<file path="src/rtl/axil_regbank.sv">
// AXI4-Lite register bank: REG_NUM registers, read-only lanes fed from reg_in, per-register write pulses.
// Build option: define AXIL_REGBANK_STRB_EN to honour wstrb byte enables (full-word writes otherwise).
module axil_regbank #(
  parameter int                 ADDR_WIDTH = 32,
  parameter int                 DATA_WIDTH = 32,
  parameter int                 REG_NUM    = 8,
  parameter logic [REG_NUM-1:0] RO_MASK    = '0
) (
  input  logic                          clk,
  input  logic                          rst_n,
  // write address
  input  logic [ADDR_WIDTH-1:0]         awaddr,
  input  logic                          awvalid,
  output logic                          awready,
  // write data
  input  logic [DATA_WIDTH-1:0]         wdata,
  input  logic [DATA_WIDTH/8-1:0]       wstrb,
  input  logic                          wvalid,
  output logic                          wready,
  // write response
  output logic [1:0]                    bresp,
  output logic                          bvalid,
  input  logic                          bready,
  // read address
  input  logic [ADDR_WIDTH-1:0]         araddr,
  input  logic                          arvalid,
  output logic                          arready,
  // read data
  output logic [DATA_WIDTH-1:0]         rdata,
  output logic [1:0]                    rresp,
  output logic                          rvalid,
  input  logic                          rready,
  // register side
  output logic [REG_NUM*DATA_WIDTH-1:0] reg_out,
  input  logic [REG_NUM*DATA_WIDTH-1:0] reg_in,
  output logic [REG_NUM-1:0]            wr_pulse
);

  localparam int STRB_WIDTH = DATA_WIDTH / 8;
  localparam int LSB        = $clog2(STRB_WIDTH);
  localparam int IDX_W      = (REG_NUM > 1) ? $clog2(REG_NUM) : 1;
  localparam int BEEF_REP   = DATA_WIDTH / 32;

  typedef enum logic [1:0] {
    RESP_OKAY   = 2'b00,
    RESP_SLVERR = 2'b10
  } resp_e;

  logic [DATA_WIDTH-1:0] regs_q [REG_NUM];

  // One-entry holding buffers for the independent AW and W channels
  logic [ADDR_WIDTH-1:0] aw_addr_q;
  logic                  aw_full_q;
  logic [DATA_WIDTH-1:0] w_data_q;
  logic                  w_full_q;

  logic aw_hs, w_hs, b_hs, ar_hs, r_hs;
  logic commit;
  logic aw_full_d, w_full_d;

  assign aw_hs = awvalid && awready;
  assign w_hs  = wvalid  && wready;
  assign b_hs  = bvalid  && bready;
  assign ar_hs = arvalid && arready;
  assign r_hs  = rvalid  && rready;

  // A commit needs both halves and a free (or draining) response slot
  assign commit    = aw_full_q && w_full_q && (!bvalid || bready);
  assign aw_full_d = commit ? 1'b0 : (aw_full_q || aw_hs);
  assign w_full_d  = commit ? 1'b0 : (w_full_q  || w_hs);

  // ---------------------------------------------------------------------------
  // Write address decode
  // ---------------------------------------------------------------------------
  logic [ADDR_WIDTH-1:0] wr_word;
  logic [IDX_W-1:0]      wr_idx;
  logic                  wr_in_range;
  logic                  wr_ro;
  logic                  wr_en;
  logic [DATA_WIDTH-1:0] wr_data;

  assign wr_word     = aw_addr_q >> LSB;
  assign wr_idx      = wr_word[IDX_W-1:0];
  assign wr_in_range = wr_word < ADDR_WIDTH'(REG_NUM);
  assign wr_ro       = wr_in_range && RO_MASK[wr_idx];
  assign wr_en       = commit && wr_in_range && !wr_ro;

`ifdef AXIL_REGBANK_STRB_EN
  logic [STRB_WIDTH-1:0] w_strb_q;

  // NOTE: every always_comb output gets a default first so no path can infer a latch.
  always_comb begin
    wr_data = regs_q[wr_idx];
    for (int b = 0; b < STRB_WIDTH; b++) begin
      if (w_strb_q[b]) wr_data[b*8 +: 8] = w_data_q[b*8 +: 8];
    end
  end

  always_ff @(posedge clk or negedge rst_n) begin
    if (!rst_n)    w_strb_q <= '0;
    else if (w_hs) w_strb_q <= wstrb;
  end
`else
  logic strb_unused;

  assign strb_unused = ^wstrb;
  assign wr_data     = w_data_q;
`endif

  // ---------------------------------------------------------------------------
  // Write channels, response and register storage
  // ---------------------------------------------------------------------------
  // NOTE: sequential state uses non-blocking assignments so every flop samples pre-edge values.
  always_ff @(posedge clk or negedge rst_n) begin
    if (!rst_n) begin
      aw_addr_q <= '0;
      aw_full_q <= 1'b0;
      w_data_q  <= '0;
      w_full_q  <= 1'b0;
      awready   <= 1'b0;
      wready    <= 1'b0;
      bvalid    <= 1'b0;
      bresp     <= RESP_OKAY;
      wr_pulse  <= '0;
      // NOTE: the register array is reset because reg_out exposes every entry to hardware.
      for (int i = 0; i < REG_NUM; i++) regs_q[i] <= '0;
    end else begin
      if (aw_hs) aw_addr_q <= awaddr;
      if (w_hs)  w_data_q  <= wdata;
      aw_full_q <= aw_full_d;
      w_full_q  <= w_full_d;
      awready   <= !aw_full_d;
      wready    <= !w_full_d;

      wr_pulse <= '0;
      if (wr_en) begin
        regs_q[wr_idx]   <= wr_data;
        wr_pulse[wr_idx] <= 1'b1;
      end

      // A commit on the B handshake edge keeps bvalid high with the new response
      if (commit) begin
        bvalid <= 1'b1;
        bresp  <= (wr_in_range && !wr_ro) ? RESP_OKAY : RESP_SLVERR;
      end else if (b_hs) begin
        bvalid <= 1'b0;
      end
    end
  end

  // ---------------------------------------------------------------------------
  // Read channel: single outstanding read, data captured on the AR handshake
  // ---------------------------------------------------------------------------
  logic [ADDR_WIDTH-1:0] rd_word;
  logic [IDX_W-1:0]      rd_idx;
  logic                  rd_in_range;
  logic [DATA_WIDTH-1:0] rd_data;
  logic [1:0]            rd_resp;

  assign rd_word     = araddr >> LSB;
  assign rd_idx      = rd_word[IDX_W-1:0];
  assign rd_in_range = rd_word < ADDR_WIDTH'(REG_NUM);

  always_comb begin
    rd_data = {BEEF_REP{32'hDEAD_BEEF}};
    rd_resp = RESP_SLVERR;
    if (rd_in_range) begin
      rd_resp = RESP_OKAY;
      if (RO_MASK[rd_idx]) rd_data = reg_in[int'(rd_idx)*DATA_WIDTH +: DATA_WIDTH];
      else                 rd_data = regs_q[rd_idx];
    end
  end

  always_ff @(posedge clk or negedge rst_n) begin
    if (!rst_n) begin
      arready <= 1'b0;
      rvalid  <= 1'b0;
      rdata   <= '0;
      rresp   <= RESP_OKAY;
    end else if (ar_hs) begin
      rvalid  <= 1'b1;
      arready <= 1'b0;
      rdata   <= rd_data;
      rresp   <= rd_resp;
    end else if (r_hs) begin
      rvalid  <= 1'b0;
      arready <= 1'b1;
    end else begin
      arready <= !rvalid;
    end
  end

  for (genvar g = 0; g < REG_NUM; g++) begin : g_reg_out
    assign reg_out[g*DATA_WIDTH +: DATA_WIDTH] = regs_q[g];
  end

endmodule

</file>
<file path="config.mk">
export PLATFORM = sky130hd
export DESIGN_NAME = axil_regbank
export DESIGN_NICKNAME = d
export VERILOG_FILES = /design/src/rtl/axil_regbank.sv
export SDC_FILE = /design/constraint.sdc
export NUM_CORES = 1
export LEC_CHECK = 0
export ABC_AREA = 0
export CAP_MARGIN = 20
export CORE_ASPECT_RATIO = 1.4
export CORE_UTILIZATION = 24
export CTS_CLUSTER_SIZE = 24
export DETAILED_ROUTE_END_ITERATION = 10
export PLACE_DENSITY = 0.49
export SLEW_MARGIN = 20
export SYNTH_ARGS = -nofsm -noshare
export SYNTH_HDL_FRONTEND = slang
export SYNTH_SLANG_ARGS = --single-unit
</file>
<file path="constraint.sdc">
create_clock -name clk -period 2.9 [get_ports clk]
set_input_delay 0.29 -clock clk [delete_from_list [all_inputs] [get_ports clk]]
set_output_delay 0.29 -clock clk [all_outputs]
set_load 0.02 [all_outputs]
</file>
# Word-level counts from Yosys, hierarchy flattened
# Memories as Yosys holds them, arrays and structs flattened.
# Index checks and enable logic that the tools add are counted.
[op_classes] magnitude_cmp=8 shifts=1 muxes=23 bitwise_logic=2 n_reduce_logical=23
[op_table] operator="$bwmux 256" count=1
[op_table] operator="$shiftx 256x9->32" count=1
[op_table] operator="$mux 32" count=5
[op_table] operator="$bmux 32 s3" count=1
[op_table] operator="$demux 32 s3" count=1
[op_table] operator="$lt 30x4->1 const B" count=2
[op_table] operator="$logic_and 1x1->1" count=13
[op_table] operator="$mux 1" count=11
[op_table] operator="$ge 4x4->1 const B" count=2
[op_table] operator="$lt 3x4->1 const B" count=2
[op_table] operator="$mux 8" count=1
[op_table] operator="$not 3->4" count=2
[op_table] operator="$logic_not 1->1" count=5
[op_table] operator="$lt 4x1->1 const B" count=1
[op_table] operator="$mux 2" count=2
[op_table] operator="$reduce_bool 2->1" count=2
[op_table] operator="$demux 1 s3" count=1
[op_table] operator="$ge 3x1->1 const B" count=1
[op_table] operator="$logic_or 1x1->1" count=3
[word_totals] register_bits=371 rom_bits=16 inputBits=363 output_inout_bits=305 word_cells=80 memories=2
[mem_list] name="(name not given)" words=8 width=1 rd=1 rd_clocked_by_memory_dff=0 wr=0 line="169" text="if (RO_MASK[rd_idx]) rd_data = reg_in[int'(rd_idx)*DATA_WIDTH +: DATA_WIDTH];"
[mem_list] name="(name not given)" words=8 width=1 rd=1 rd_clocked_by_memory_dff=0 wr=0 line="85" text="assign wr_ro = wr_in_range && RO_MASK[wr_idx];"

# Longest topological paths before layout
# Gate-level depths: netlist of run 1.
[logic_depth] ltp_word=6 mapped_depth=6 ltp_nobuf=4

# Least setup slack after synthesis of run 1
# Ideal clock, no wire load.
[synth_timing] kind="flip-flop to flip-flop" from="register aw_addr_q[13]" to="register regs_q, in the netlist reg_out[100]" setup_time_ns=0.125 t_arrival_ns=2.101 required_time_ns=2.775 setup_slack_ns=0.674 stages_incl_launch_ff=6 n_path_buf=1 synth_period_minus_slack_ns=2.226 cell_sequence="dfrtp_1 > nor4_2 > nand4_4 > nor4_4 > buf_6 > mux2_4"
[synth_via] elab_chain_cells=4 elab_cells_between_ends=5 classes_between="order compare: 1; reduce/logical: 4"
[synth_rtl] item="start: declaration" line="52" text="logic [ADDR_WIDTH-1:0] aw_addr_q;"
[synth_rtl] item="start signal: assignment" line="128" text="if (aw_hs) aw_addr_q <= awaddr;"
[synth_rtl] item="$lt 30x4->1 *" line="84" text="assign wr_in_range = wr_word < ADDR_WIDTH'(REG_NUM);"
[synth_rtl] item="$logic_and 1x1->1" line="85"
[synth_rtl] item="$logic_not 1->1" line="86" text="assign wr_en = commit && wr_in_range && !wr_ro;"
[synth_rtl] item="$logic_and 1x1->1 *" line="86"
[synth_rtl] item="end signal: indexed assignment" line="137" text="regs_q[wr_idx] <= wr_data;"
[synth_rtl] item="end: declaration" line="49" text="logic [DATA_WIDTH-1:0] regs_q [REG_NUM];"
# Every way passes the cells marked *; elsewhere a longest branch is shown, timed or not.
# A chain may end at the register's enable or synchronous reset.

# Final worst setup path of run 1
[layout_timing] from="register aw_addr_q[20]" to="register regs_q, in the netlist reg_out[1]"
# The elaborated chain is that of the path after synthesis.

==> impl_metrics.ini, run 1 <==
[outcome]
outcome = complete, no violations

[timing]
worst_clock_skew_ns = 0.0188
maxSlewViolCount = 0
setup_viol = 0
worst_pin_slew_ns = 0.911
finalSetupTns_ns = 0
rsz0062_at_grt = false
fmax_mhz = 390
timing.final.crit_share = 0.883
hold_viol_final = 0
slew_headroom = 0.392
period_needed_ns = 2.56

[cts]
cts_root_buf = clkbuf_16
postCtsHoldBufs = 1
cts_tree = built
clock_sinks = 367
cts_buffers = 42
ctsHtreeMaxLevel = 2
clk_pin_slew_worst_paths_ns = 0.06
postCtsSetupRepairBufs = 0
cts_resized = 0
clk_path_buf_depth = 3
insertion_delay_ns = 0.57

[cells_and_area]
drive_gt1_frac = 0.368
antenna_cells = 0
fin_nets = 1746
area_delta_synth_final_pct = 40.8
nFillCells = 6650

[floorplan]
die_h_um = 313
dieArea_um2 = 70300
floorplan.initialDensity = 0.244
core.rowCount = 113
die_w_um = 224
io_pins = 668
core-area_um2 = 68100

[yosys]
yosysSeqAreaShare = 0.553
synth_area_um2 = 16600
synth_warnings = 0
synth_area_per_cell_um2 = 17.4
synth-seq-cells = 367
synth_cell_types = 30
synthCells = 953

[placed_design]
io_buffers = 401
place_hpwl_um = 38700
gp_congestion = 0.744

[detailed_routing]
dr.pass1.iters = 4
routedWlPerCell_um = 24.7
drc = 0
num_vias = 10200
drt-total-wl_um = 57500
drtAntennaViolNets = 0
vias_per_cell = 4.37
drtIter0Drc = 468

[worst_setup_path]
rrSetupSlack_ns = 0.34
cp_data_arrival_time_ns = 3.01
crit_chain = nor4_2 -> nand4_4 -> nor4_4 -> buf_4 -> mux2_2
path_class = flip-flop to flip-flop
cp_max_fo = 13
required_ns = 3.35
reg2reg_depth = 5
cp-start-kind = flip-flop
r2r-start = aw_addr_q[20]$_DFFE_PN0P_
crit_slowest_cell = nor4_4
crit_path_end = reg_out[1]$_DFFE_PN0P_
max_stage_delay_ns = 0.49
startpoint = aw_addr_q[20]$_DFFE_PN0P_
cp-end-kind = flip-flop
reg2reg_to = reg_out[1]$_DFFE_PN0P_

[grt]
grt_max_degree = 81
grt_pass1_wl_um = 83200
grt-ovfl-total = 0
grt_pass1_vias = 11400
grtUsageTotal = 0.164
antenna_found_initial = 2

[job]
maxCapViolCount = 0

[power]
pwr_density_cell_nw_per_um2 = 575
finalPower_mw = 13.4
ir_drop_v = 0.000623
leakage_nw = 9.98

[min_path]
min_path_type = input pin to async pin
## Yosys cell counts (all sizes together)
| cell | instances | area share |
|---|---|---|
| a21oi | 25 | 0.0075 |
| a22o | 8 | 0.0042 |
| and2 | 3 | 0.0011 |
| buf | 40 | 0.021 |
| clkbuf | 18 | 0.0041 |
| conb | 1 | 0.00023 |
| dfrtp | 367 | 0.55 |
| inv | 5 | 0.0011 |
| mux2 | 326 | 0.27 |
| mux2i | 24 | 0.014 |
| mux4 | 64 | 0.087 |
| nand2 | 5 | 0.0013 |
| nand2b | 1 | 0.00038 |
| nand3 | 2 | 0.00060 |
| nand3b | 3 | 0.0014 |
| nand4 | 4 | 0.0033 |
| nor2 | 28 | 0.0063 |
| nor3 | 3 | 0.00090 |
| nor4 | 20 | 0.016 |
| o21ai | 3 | 0.00090 |
| or3 | 1 | 0.00038 |
| or3b | 2 | 0.0011 |
## sequential cells by signal, indices dropped and copies added (netlist names)
name / cells
reg_out: 256
rdata: 32
aw_addr_q: 30
awready: 1
bvalid: 1
wready: 1
bresp: 1
aw_full_q: 1
w_data_q: 32
arready: 1
rresp: 1
w_full_q: 1
rvalid: 1
wr_pulse: 8
## final cells by class
type	count	area [um2]	area share
Multi-Input combinational cell	524	7000	0.299
Sequential cell	367	9180	0.393
Clock inverter	14	211	0.00905
Timing Repair Buffer	443	4600	0.197
Clock buffer	59	1210	0.0516
Inverter	5	18.8	0.000803
Tap cell	920	1150	0.0493
## worst min-delay path by stage
stage	depth (start not counted)	to	from	slack, ns
floorplan	0	arready$_DFF_PN0_	rst_n	-0.006
global placement	1	reg_out[231]$_DFFE_PN0P_	rst_n	0.37
detailed placement	1	reg_out[231]$_DFFE_PN0P_	rst_n	0.38
CTS	2	w_data_q[29]$_DFFE_PN0P_	wdata[29]	0.28
global route	2	w_data_q[29]$_DFFE_PN0P_	wdata[29]	0.29
finish	2	reg_out[231]$_DFFE_PN0P_	rst_n	0.33
## placed cells by master (no fill, tap or decap), drive strengths merged
cell type,count
mux4,64
dfrtp,367
clkinvlp,2
mux2,326
a21oi,25
bufinv,5
a22o,8
nand3b,3
or3,1
and2,3
clkinv,5
mux2i,24
conb,2
dlygate4sd3,1
nand2b,1
nand3,2
or3b,2
clkdlybuf4s50,397
nand2,5
nand4,4
nor2,28
clkbuf,59
o21ai,3
nor4,20
nor3,3
buf,45
inv,7
## cell families after synthesis
kind of cell           Yosys count  share of synthesized area
AO/OA/AOI/OAI                   36                     0.0127
buffers and inverters           63                     0.0261
multiplexers                   414                      0.375
other                            1                   0.000226
AND/OR/NAND/NOR                 72                     0.0330
flip-flops                     367                      0.553
## routing by layer
layer	track usage	wire length (um)	share of wire	vias to the layer above
li1	-	-	-	4406
met1	0.208	24300	0.42	5298
met2	0.249	25500	0.44	415
met3	0.0741	6380	0.11	69
met4	0.0468	1320	0.023	2
met5	0	13	0.00023	-
## stage by stage
stage                util  hold WS [ns]  cell area, um2  instances  worst slack (ns)
floorplan               -      -0.00559           16600        954             0.674
global placement    0.322         0.370           21900       2258             0.264
detailed placement  0.322         0.377           21900       2258             0.239
CTS                 0.343         0.276           23400       2332             0.239
global route        0.343         0.289           23400       2332             0.183
finish              0.343         0.328           23400       2332             0.339
## power breakdown
group / switching [mW] / internal [mW] / total [mW]
registers: 0.821 / 5.60 / 6.42
clock network: 2.25 / 3.34 / 5.59
logic: 0.636 / 0.801 / 1.44
## worst max-delay path, delay by kind of cell, from the launching register on
kind / cells / cell delay [ns]
buffers and inverters: 1 / 0.40
flip-flops: 1 / 0.39
multiplexers: 1 / 0.37
AND/OR/NAND/NOR: 3 / 1.28
Note: power is estimated with default switching activity, not from simulation.
==> run 2, diff against run 1 <==
--- a/config.mk
+++ b/config.mk
@@ -11,7 +11,7 @@
 export CORE_UTILIZATION = 24
 export CTS_CLUSTER_SIZE = 24
 export DETAILED_ROUTE_END_ITERATION = 10
-export PLACE_DENSITY = 0.49
+export PLACE_DENSITY_LB_ADDON = 0.05
 export SLEW_MARGIN = 20
 export SYNTH_ARGS = -nofsm -noshare
 export SYNTH_HDL_FRONTEND = slang
==> run 2 against run 1 <==
- highest routed layer unchanged
- largest cell class unchanged
- sequential power hardly changed
- sequential share of layout area down 0.063 points
- via count is 1.1% higher
==> impl_metrics.ini, run 2 (synthesis results as in run 1) <==
[worst_setup_path]
r2r-start = aw_addr_q[15]$_DFFE_PN0P_
crit_chain = nor4_2 -> nand4_4 -> nor4_4 -> buf_4 -> mux2_4
cp-start-kind = flip-flop
cp_max_fo = 12
reg2reg_depth = 5
required_ns = 3.35
reg2reg_to = reg_out[60]$_DFFE_PN0P_
cp_data_arrival_time_ns = 3.00
max_stage_delay_ns = 0.47
rrSetupSlack_ns = 0.35
crit_slowest_cell = nor4_4
cp-end-kind = flip-flop
path_class = flip-flop to flip-flop

[detailed_routing]
drtAntennaViolNets = 0
num_vias = 10300
dr.pass1.iters = 4
drc = 0
vias_per_cell = 4.41
routedWlPerCell_um = 26.7
drt-total-wl_um = 62300
drtIter0Drc = 456

[cells_and_area]
final_area_um2 = 23400
area_delta_synth_final_pct = 41.0
final_common_cell = clkdlybuf4s50_1
antenna_cells = 0
largest_reg_flops = 256
fin_cells = 2336
layout_common_cells = clkdlybuf4s50_1 (397), dfrtp_1 (367), mux2_4 (232)
drive_gt1_frac = 0.369
fin_nets = 1748

[cts]
cts_tree = built
insertion_delay_ns = 0.58
clk_path_buf_depth = 3
ctsHtreeMaxLevel = 2
cts_root_buf = clkbuf_16
clock_sinks = 367
clk_pin_slew_worst_paths_ns = 0.06
cts_buffers = 44
cts_resized = 0

[floorplan]
die_w_um = 224
floorplan.initialDensity = 0.244
die_h_um = 313
dieArea_um2 = 70300
io_pins = 668
core-area_um2 = 68100
core.rowCount = 113

[timing]
worst_clock_skew_ns = 0.0272
fmax_mhz = 392
worst_pin_slew_ns = 0.739
setup_viol = 0
hold_viol_final = 0
slew_headroom = 0.502
hold_ws_ns = 0.250
timing.final.crit_share = 0.880
finalSetupTns_ns = 0
period_needed_ns = 2.55
rsz0062_at_grt = false
maxSlewViolCount = 0

[grt]
grtUsageTotal = 0.179
grt_pass1_vias = 11400
grt_pass1_wl_um = 89500
antenna_found_initial = 5
grt-ovfl-total = 0
grt_max_degree = 69

[placed_design]
placed_cell_area_um2 = 21900
place_hpwl_um = 41900
io_buffers = 401
gp_congestion = 0.723
dp.cells = 2258

[job]
maxCapViolCount = 0

[min_path]
min_path_type = input pin to async pin

[power]
leakage_nw = 10.0
pwr_density_cell_nw_per_um2 = 581
ir_drop_v = 0.000439

[outcome]
outcome = complete, no violations
[run 2: cell count changes in the layout (fill, tap and decap cells not counted), moves of 2 or more]
| cell | before | now |
|---|---|---|
| clkbuf_8 | 7 | 13 |
| bufinv_16 | 5 | 3 |
| clkinvlp_4 | 2 | 0 |
| clkinv_2 | 4 | 6 |
| clkbuf_16 | 43 | 45 |
[run 2: worst max-delay path by stage]
stage / startpoint / slack, ns / cells past startpoint / to
2_1_floorplan: aw_addr_q[13]$_DFFE_PN0P_ / 0.67 / 5 / reg_out[100]$_DFFE_PN0P_
3_5_place_dp: aw_addr_q[15]$_DFFE_PN0P_ / 0.29 / 5 / reg_out[255]$_DFFE_PN0P_
6_report: aw_addr_q[15]$_DFFE_PN0P_ / 0.35 / 5 / reg_out[60]$_DFFE_PN0P_
4_1_cts: aw_addr_q[15]$_DFFE_PN0P_ / 0.28 / 5 / reg_out[255]$_DFFE_PN0P_
3_3_place_gp: aw_addr_q[15]$_DFFE_PN0P_ / 0.28 / 5 / reg_out[255]$_DFFE_PN0P_
5_1_grt: aw_addr_q[15]$_DFFE_PN0P_ / 0.18 / 5 / reg_out[62]$_DFFE_PN0P_
[run 2: final cells by class]
cell class	instances	area (um2)
repair buffers	443	4590
inverters	5	18.8
clock buffers	67	1340
clock inverters	10	129
well taps	920	1150
fillers	6689	44700
flip-flops and latches	367	9180
multi-input cells	524	7000
[run 2: metal layers]
metal | GRT usage | vias up | routed length (um)
met5 | 0 | - | 44
met4 | 0.0427 | 6 | 1140
met3 | 0.0821 | 71 | 6970
met2 | 0.269 | 421 | 27300
met1 | 0.232 | 5415 | 26800
li1 | - | 4394 | -
[run 2: critical path: cells and delay by family (launching register included)]
kind	cells	cell delay, ns
buf+inv	1	0.41
simple gates	3	1.27
mux	1	0.34
flops	1	0.38
[run 2: what timing repair did]
action / CTS / global route
hold endpoints to repair: 53 / 0
buffers inserted: 0 / 0
hold buffers: 1 / 0
[run 2: per-stage QoR]
step / util / power [mW] / setup slack [ns]
5_1_grt: 0.344 / 14.3 / 0.185
3_3_place_gp: 0.322 / 8.00 / 0.277
2_1_floorplan: - / 7.14 / 0.674
6_report: 0.344 / 13.6 / 0.349
4_1_cts: 0.344 / 13.9 / 0.280
3_5_place_dp: 0.322 / 8.03 / 0.286
[run 2: power breakdown]
| part | total [mW] | leakage, nW | switching, mW | internal (mW) |
|---|---|---|---|---|
| clock network | 5.71 | 0.729 | 2.28 | 3.43 |
| logic | 1.45 | 4.45 | 0.647 | 0.799 |
| registers | 6.44 | 4.84 | 0.838 | 5.60 |
| total | 13.6 | 10.0 | 3.76 | 9.83 |
